**src/rtl/param_fir_filter.sv**
```systemverilog
// rtl/param_fir_filter.sv - parametrised time-multiplexed FIR filter with coefficient RAM port
module param_fir_filter #(
    parameter int IN_W     = 3,
    parameter int COEF_W   = 16,
    parameter int OUT_W    = 16,
    parameter int MAX_TAP  = 40,
    parameter int NUM_LANE = 4,
    parameter int ACC_W    = 24,
    parameter int SHIFT    = 0
) (
    input  logic                             iClk12M,
    input  logic                             iRsn,
    input  logic                             iEnSample,
    input  logic                             iCoeffUpdateFlag,
    input  logic signed [IN_W-1:0]           iFirIn,
    input  logic [$clog2(MAX_TAP+1)-1:0]     iNumOfCoeff,
    input  logic                             iCsnRam,
    input  logic                             iWrnRam,
    input  logic [$clog2(MAX_TAP)-1:0]       iAddrRam,
    input  logic [COEF_W-1:0]                iWrDtRam,
    output logic [COEF_W-1:0]                oRdDtRam,
    output logic signed [OUT_W-1:0]          oFirOut,
    output logic                             oFirValid,
    output logic                             oBusy,
    output logic                             oOverrun,
    output logic                             oSat
);

    localparam int TPL    = MAX_TAP / NUM_LANE;
    localparam int K_W    = (TPL > 1) ? $clog2(TPL) : 1;
    localparam int NTAP_W = $clog2(MAX_TAP + 1);
    localparam int ADDR_W = $clog2(MAX_TAP);
    localparam int PROD_W = IN_W + COEF_W;
    localparam int SUM_W  = ACC_W + $clog2(NUM_LANE);
    localparam logic signed [SUM_W-1:0] OUT_MAX = SUM_W'((64'sd1 <<< (OUT_W - 1)) - 64'sd1);
    localparam logic signed [SUM_W-1:0] OUT_MIN = SUM_W'(-(64'sd1 <<< (OUT_W - 1)));
    localparam logic [K_W-1:0]    K_LAST  = K_W'(TPL - 1);
    localparam logic [NTAP_W-1:0] TAP_MAX = NTAP_W'(MAX_TAP);

    typedef enum logic [1:0] {S_IDLE, S_MAC, S_SUM, S_OUT} state_t;

    state_t                   state_q, state_d;
    logic [K_W-1:0]           k_q, k_d;
    logic [NTAP_W-1:0]        ntap_q, ntap_d;
    logic signed [COEF_W-1:0] coef_q  [MAX_TAP];
    logic signed [COEF_W-1:0] coef_d  [MAX_TAP];
    logic signed [IN_W-1:0]   delay_q [MAX_TAP];
    logic signed [IN_W-1:0]   delay_d [MAX_TAP];
    logic signed [ACC_W-1:0]  acc_q   [NUM_LANE];
    logic signed [ACC_W-1:0]  acc_d   [NUM_LANE];
    logic signed [SUM_W-1:0]  total_q, total_d;
    logic [COEF_W-1:0]        rd_q, rd_d;
    logic signed [OUT_W-1:0]  out_q, out_d;
    logic                     valid_q, valid_d;
    logic                     ovr_q, ovr_d;
    logic                     sat_q, sat_d;

    logic                     accept;
    logic                     addr_ok;
    logic signed [PROD_W-1:0] prod;
    logic [ADDR_W-1:0]        t_idx;
    logic signed [SUM_W-1:0]  scaled;

    always_comb begin
        addr_ok = (int'(iAddrRam) < MAX_TAP);
        accept  = iEnSample && !iCoeffUpdateFlag && (state_q == S_IDLE);
        state_d = state_q;
        k_d     = k_q;
        ntap_d  = ntap_q;
        coef_d  = coef_q;
        delay_d = delay_q;
        acc_d   = acc_q;
        total_d = total_q;
        rd_d    = rd_q;
        out_d   = out_q;
        valid_d = 1'b0;
        ovr_d   = ovr_q;
        sat_d   = sat_q;
        prod    = '0;
        t_idx   = '0;
        scaled  = total_q >>> SHIFT;

        if (!iCsnRam && !iWrnRam && iCoeffUpdateFlag && addr_ok)
            coef_d[iAddrRam] = iWrDtRam;
        if (!iCsnRam && iWrnRam)
            rd_d = addr_ok ? coef_q[iAddrRam] : '0;

        if (iCoeffUpdateFlag)
            ovr_d = 1'b0;
        else if (iEnSample && (state_q != S_IDLE))
            ovr_d = 1'b1;

        if (accept) begin
            for (int t = MAX_TAP - 1; t > 0; t--)
                delay_d[t] = delay_q[t-1];
            delay_d[0] = iFirIn;
            ntap_d     = (iNumOfCoeff > TAP_MAX) ? TAP_MAX : iNumOfCoeff;
            for (int l = 0; l < NUM_LANE; l++)
                acc_d[l] = '0;
            k_d     = '0;
            state_d = S_MAC;
        end else if (iCoeffUpdateFlag) begin
            // coefficient update aborts any computation in flight
            state_d = S_IDLE;
        end else begin
            case (state_q)
                S_MAC: begin
                    for (int l = 0; l < NUM_LANE; l++) begin
                        t_idx = ADDR_W'(l * TPL + int'(k_q));
                        prod  = (NTAP_W'(t_idx) < ntap_q)
                              ? PROD_W'(delay_q[t_idx]) * PROD_W'(coef_q[t_idx]) : '0;
                        acc_d[l] = acc_q[l] + ACC_W'(prod);
                    end
                    if (k_q == K_LAST)
                        state_d = S_SUM;
                    else
                        k_d = k_q + K_W'(1);
                end
                S_SUM: begin
                    total_d = '0;
                    for (int l = 0; l < NUM_LANE; l++)
                        total_d = total_d + SUM_W'(acc_q[l]);
                    state_d = S_OUT;
                end
                S_OUT: begin
                    if (scaled > OUT_MAX) begin
                        out_d = {1'b0, {(OUT_W-1){1'b1}}};
                        sat_d = 1'b1;
                    end else if (scaled < OUT_MIN) begin
                        out_d = {1'b1, {(OUT_W-1){1'b0}}};
                        sat_d = 1'b1;
                    end else begin
                        out_d = scaled[OUT_W-1:0];
                        sat_d = 1'b0;
                    end
                    valid_d = 1'b1;
                    state_d = S_IDLE;
                end
                default: state_d = S_IDLE;
            endcase
        end
    end

    always_ff @(posedge iClk12M or negedge iRsn) begin
        if (!iRsn) begin
            state_q <= S_IDLE;
            k_q     <= '0;
            ntap_q  <= '0;
            for (int i = 0; i < MAX_TAP; i++) begin
                coef_q[i]  <= '0;
                delay_q[i] <= '0;
            end
            for (int l = 0; l < NUM_LANE; l++)
                acc_q[l] <= '0;
            total_q <= '0;
            rd_q    <= '0;
            out_q   <= '0;
            valid_q <= 1'b0;
            ovr_q   <= 1'b0;
            sat_q   <= 1'b0;
        end else begin
            state_q <= state_d;
            k_q     <= k_d;
            ntap_q  <= ntap_d;
            coef_q  <= coef_d;
            delay_q <= delay_d;
            acc_q   <= acc_d;
            total_q <= total_d;
            rd_q    <= rd_d;
            out_q   <= out_d;
            valid_q <= valid_d;
            ovr_q   <= ovr_d;
            sat_q   <= sat_d;
        end
    end

    assign oRdDtRam  = rd_q;
    assign oFirOut   = out_q;
    assign oFirValid = valid_q;
    assign oBusy     = (state_q != S_IDLE);
    assign oOverrun  = ovr_q;
    assign oSat      = sat_q;

endmodule

```
**config.mk**
```make
export PLATFORM = sky130hd
export DESIGN_NAME = param_fir_filter
export DESIGN_NICKNAME = d
export VERILOG_FILES = /design/src/rtl/param_fir_filter.sv
export SDC_FILE = /design/constraint.sdc
export NUM_CORES = 2
export LEC_CHECK = 0
export CAP_MARGIN = 20
export CORE_ASPECT_RATIO = 0.5
export CORE_MARGIN = 2
export CORE_UTILIZATION = 59
export CTS_CLUSTER_SIZE = 25
export DETAILED_ROUTE_END_ITERATION = 12
export PLACE_DENSITY = 0.83
export SYNTH_ARGS = -nofsm -noshare
export SYNTH_HDL_FRONTEND = slang
export SYNTH_SLANG_ARGS = --single-unit
```
**constraint.sdc**
```tcl
create_clock -name iClk12M -period 11.2 [get_ports iClk12M]
set_input_delay 2.24 -clock iClk12M [delete_from_list [all_inputs] [get_ports iClk12M]]
set_output_delay 2.24 -clock iClk12M [all_outputs]
set_load 0.05 [all_outputs]
```
# Word-level counts from Yosys, hierarchy flattened
# Index checks and enable logic that the tools add are counted.
[totals] reg_bits=929 input_bits=37 out_inout_bits=36 wordCells=211
[classes] addsub=11 multipliers=4 order_cmp=14 eq_ne=7 n_mux=56 bitwise_logic=7 n_reduce_logical=19
[op_table] cell="$bwmux 640" count=1
[op_table] cell="$bmux 16 s6" count=5
[op_table] cell="$mux 96" count=3
[op_table] cell="$mux 16" count=14
[op_table] cell="$add 24x19->24" count=4
[op_table] cell="$demux 16 s6" count=1
[op_table] cell="$mul 3x16->19" count=4
[op_table] cell="$mux 19" count=4
[op_table] cell="$bmux 3 s6" count=4
[op_table] cell="$ge 7x7->1 const B" count=5
[op_table] cell="$add 25x24->26" count=1
[op_table] cell="$add 26x24->26" count=1
[op_table] cell="$gt 26x16->1 const B" count=1
[op_table] cell="$lt 26x16->1 const B" count=1
[op_table] cell="$add 24x24->25" count=1
[op_table] cell="$mux 3" count=8
[op_table] cell="$not 6->7" count=3
[op_table] cell="$mux 4" count=4
[op_table] cell="$add 5x4->6 const A" count=2
[op_table] cell="$lt 6x6->1" count=2
[op_table] cell="$reduce_and 3->1" count=3
[op_table] cell="$logic_and 1x1->1" count=8
[op_table] cell="$lt 7x1->1 const B" count=1
[op_table] cell="$mux 1" count=7
[op_table] cell="other kinds (22)" count=30

# Longest topological paths before layout
[logic_depth] word_depth=11 ltp_mapped=45 mapped_depth_nobuf=37

# Worst setup path before layout
# OpenSTA, ideal clock, no wires.
[synth_path] kind="register to register" startpoint="reg k_q[1]" endpoint="reg acc_q[22] (netlist bit)" setup_time_ps=133 arrival_time_ps=8721 required_time_ps=11067 slack_ps=2346 path_stages_with_launch=43 path_buffers=8 synth_period_minus_slack_ps=8854 path_cell_list="dfrtp_1 buf_2 buf_2 buf_2 buf_2 inv_1 clkbuf_1 clkbuf_1 ha_1 ha_1 clkbuf_1 buf_1 mux4_2 mux2_2 a21oi_1 nand2b_1 fa_1 fa_1 (+7 left out) a21o_1 a21o_1 a21oi_1 inv_1 a21oi_1 xor2_1 nor2_1 ha_1 o21a_1 o21ai_0 o31a_1 a41o_1 o21a_1 a21oi_1 o31a_1 nor2_1 xor2_1 o21ai_0"
[synth_between] elab_chain_len=11 word_cells_on_any_way=15 cone_classes="add/sub (2); mul (1); order compare (1); mux (10); bitwise (1)"
[synth_rtl] item="start, declared" line="43" source="logic [K_W-1:0] k_q, k_d;"
[synth_rtl] item="start signal, assigned" line="163" source="k_q <= k_d;"
[synth_rtl] item="$add 5x4->6 (*)" line="109" source="t_idx = ADDR_W'(l * TPL + int'(k_q));"
[synth_rtl] item="$not 6->7 (not written as such)" line="111" source="? PROD_W'(delay_q[t_idx]) * PROD_W'(coef_q[t_idx]) : '0;"
[synth_rtl] item="$bmux 3 s6 / $bmux 16 s6 (equally long branches)" line="111"
[synth_rtl] item="$mux 3 (not written as such) / $mux 16 (equally long branches) (2 in series)" line="111"
[synth_rtl] item="$mul 3x16->19" line="111"
[synth_rtl] item="$mux 19 (*)" line="111"
[synth_rtl] item="$add 24x19->24 (*)" line="112" source="acc_d[l] = acc_q[l] + ACC_W'(prod);"
[synth_rtl] item="$mux 96 (*)" line="106" source="case (state_q)"
[synth_rtl] item="$mux 96 (*)" line="102" source="end else if (iCoeffUpdateFlag) begin"
[synth_rtl] item="$mux 96 (*)" line="93" source="if (accept) begin"
[synth_rtl] item="end signal, assigned by index" line="154" source="acc_q[l] <= '0;"
[synth_rtl] item="end signal, assigned" line="167" source="acc_q <= acc_d;"
[synth_rtl] item="end, declared" line="49" source="logic signed [ACC_W-1:0] acc_q [NUM_LANE];"
# Every way passes the cells marked *; elsewhere a longest branch is shown, timed or not. The select of a mux whose other input is x is not followed.
# A chain may end at the register's enable or synchronous reset.

# Worst setup path after layout
# Same ends and word-level chain as after synthesis.

==> results_dict.tcl <==
set metrics [dict create \
    antenna_found_initial 6 \
    syn2layout_area_growth_pct 8.11 \
    dp_slack_ns 1.96 \
    vias_per_cell 7.37 \
    finalClockSkew_ns 0.0682 \
    setup_viol_count_final 0 \
    dr.pass1.iters 7 \
    netlist_area_sq_um 64100 \
    rsz0062_at_grt "no" \
    rows 85 \
    post_cts_buffers 0 \
    crit_arrival_ns 10.14 \
    ys_seq_elements 929 \
    ys_seq_area_frac 0.363 \
    die_h_microns 237 \
    drt_iter0_markers 7361 \
    p_leak_uw 0.0314 \
    holdPathStages 2 \
    worst_setup_path_start_kind "register" \
    core_area_sq_um 108000 \
    clk_latency_ns 0.74 \
    cpPeakStageDelay_ns 1.13 \
    cp_slowest_cell "dfrtp_4" \
    cp-end-kind "register" \
    wl_microns 203000 \
    worst_slew_pin_slew_ns 1.25 \
    cts_buffer_depth 3 \
    dieWidth_microns 470 \
    crit_type "reg -> reg" \
    tns_ns 0 \
    period_needed_ns 9.59 \
    hold_viol_final 0 \
    min_period_over_period 0.857 \
    initial_core_util 0.595 \
    cts_tree "built" \
    timing.hold.ws_ns 0.473 \
    clkTransAtPathRegs_ns 0.07 \
    hold_path_class "reg -> reg" \
    dp_hpwl_microns 131000 \
    yosys_warnings 0 \
    num_vias 50900 \
    powerDensity_nw_per_um2 147 \
    clockRootBuffer "clkbuf_16" \
    clock_sinks 929 \
    ant_nets 0 \
    grt_pass1_wl_microns 311000 \
    port_buffers 72 \
    cts.hold.buffers_added 0 \
    wl_per_cell_microns 29.4 \
    grt_max_degree 175 \
    async_reset_ff_frac 1.00 \
    rrSetupSlack_ns 1.61 \
    ir_drop_v 0.000123 \
    dieArea_sq_um 111000 \
    gp_congestion 0.961 \
    grt-ovfl-total 0 \
    nets 5825 \
    synth_edf_count 0 \
    synthCells 5524 \
    r2r_cells 34 \
    drive_gt1_frac 0.273 \
    ys_top_cells_by_area "dfrtp_1 36%, mux4_2 17%, mux2_2 12%" \
    syn-num-nets 5951 \
    drc_errors 0 \
    grt_pass1_vias 51700 \
    status "finished clean" \
    crit_fanout 65 \
    synth.distinct_cells 80 \
    syn_area_per_cell_sq_um 11.6 \
    yosysTopAreaCell "dfrtp_1" \
    ioPinCount 73 \
    cts-buffers-inserted 88 \
    slew_headroom 0.145 \
    worstPathRequired_ns 11.75 \
    synth_flop_cell "dfrtp_1" \
    maxSlewViolCount 0 \
    synth_top_area_share 0.363 \
    cts_resized 0 \
    fmax_mhz 104 \
    htree_levels 3 \
    grt_use_total 0.365 \
    worst_slack_ns 1.61 \
    drv_cap 0 \
]
==> report_power, final <==
part	leakage, uW	internal (uW)	switching (uW)	total, uW
clock	0.00145	1800	1430	3230
sequential	0.0128	3600	313	3910
combinational	0.0171	1240	1770	3010
==> metal layers <==
| metal | vias to the layer above | part of all wire | GRT usage |
|---|---|---|---|
| met5 | - | 0.0028 | 0.0345 |
| met4 | 10 | 0.071 | 0.210 |
| met3 | 1179 | 0.16 | 0.162 |
| met2 | 4028 | 0.43 | 0.532 |
| met1 | 25100 | 0.34 | 0.449 |
| li1 | 20600 | - | - |
==> final cells by class <==
type,count,area (sq um)
multi-input combinational,4074,38900
timing repair buffer,196,1840
inverter,109,409
fill,7602,38300
tap,1435,1800
clock buffer,124,2500
clock inverter,34,534
antenna,3,7.51
sequential,929,23300
==> cells in the mapped netlist (71+ instances only) <==
library cell  number
dfrtp_1          929
mux2_2           662
nand2_1          640
mux4_2           493
clkbuf_1         293
a22oi_1          274
nor2_1           271
ha_1             269
o21ai_0          233
a21oi_1          203
fa_1             121
inv_1            107
nand4_1           88
a21o_1            74
xor2_1            71
==> critical path, delay by kind of cell (launching register included) <==
| family | cells | cell delay, ns |
|---|---|---|
| AO/OA/AOI/OAI | 14 | 2.89 |
| XOR/XNOR | 2 | 0.32 |
| adder cells (fa/ha/maj) | 6 | 2.06 |
| buffers and inverters | 5 | 1.33 |
| flip-flops | 1 | 1.13 |
| multiplexers | 2 | 1.01 |
| AND/OR/NAND/NOR | 5 | 0.60 |
==> metrics by stage <==
| step | area (sq um) | std cells | power [uW] | utilization |
|---|---|---|---|---|
| floorplan | 64100 | 5524 | 6050 | - |
| global placement | 66100 | 6735 | 6770 | 0.614 |
| detailed placement | 66100 | 6736 | 6880 | 0.614 |
| finish | 69300 | 6904 | 10200 | 0.644 |
| global route | 69300 | 6903 | 10600 | 0.644 |
| CTS | 69100 | 6894 | 10100 | 0.642 |
==> kinds of logic after synthesis <==
logic type | after synthesis | synth area share
AND/OR/NAND/NOR | 1317 | 0.0926
multiplexers | 1185 | 0.294
AO/OA/AOI/OAI | 1045 | 0.108
flip-flops | 929 | 0.363
buffers and inverters | 521 | 0.0326
adder cells (fa/ha/maj) | 391 | 0.0905
XOR/XNOR | 136 | 0.0189
==> sequential cells by signal (all words and copies together) (netlist names) <==
name       flops
oSat           1
acc_q         96
state_q        2
oOverrun       1
oFirOut       16
k_q            4
scaled        26
oFirValid      1
oRdDtRam      16
coef_q       640
ntap_q         6
delay_q      120
==> cell usage in the layout, fill, tap and decap left out, types with 21 or more instances in the layout <==
| master | netlist | final |
|---|---|---|
| a211oi_1 | 21 | 21 |
| a21o_1 | 74 | 74 |
| a21oi_1 | 203 | 203 |
| a221oi_1 | 33 | 33 |
| a22o_1 | 49 | 49 |
| a22oi_1 | 274 | 274 |
| and2_1 | 36 | 36 |
| and3_1 | 22 | 21 |
| buf_4 | 6 | 111 |
| clkbuf_1 | 293 | 22 |
| clkbuf_16 | 0 | 90 |
| clkdlybuf4s50_1 | 0 | 69 |
| dfrtp_1 | 929 | 926 |
| fa_1 | 121 | 121 |
| ha_1 | 269 | 267 |
| inv_1 | 107 | 105 |
| mux2_2 | 662 | 662 |
| mux2i_1 | 30 | 30 |
| mux4_2 | 493 | 493 |
| nand2_1 | 640 | 639 |
| nand2b_1 | 25 | 25 |
| nand3_1 | 52 | 52 |
| nand4_1 | 88 | 88 |
| nor2_1 | 271 | 253 |
| nor2b_1 | 59 | 58 |
| nor3_1 | 46 | 43 |
| o211ai_1 | 24 | 24 |
| o21ai_0 | 233 | 233 |
| xnor2_1 | 63 | 63 |
| xor2_1 | 71 | 71 |
==> path summary, 6_finish.rpt <==
kind,startpoint,end
worst max-delay path,k_q[1],acc_q[22]
worst min-delay path,delay_q[89],delay_q[86]
worst max register to register,k_q[1],acc_q[22]
worst min register to register,delay_q[89],delay_q[86]
max in group asynchronous,iRsn,coef_q[88]
min in group asynchronous,iRsn,coef_q[399]
Power figures use the tool's default switching activity.
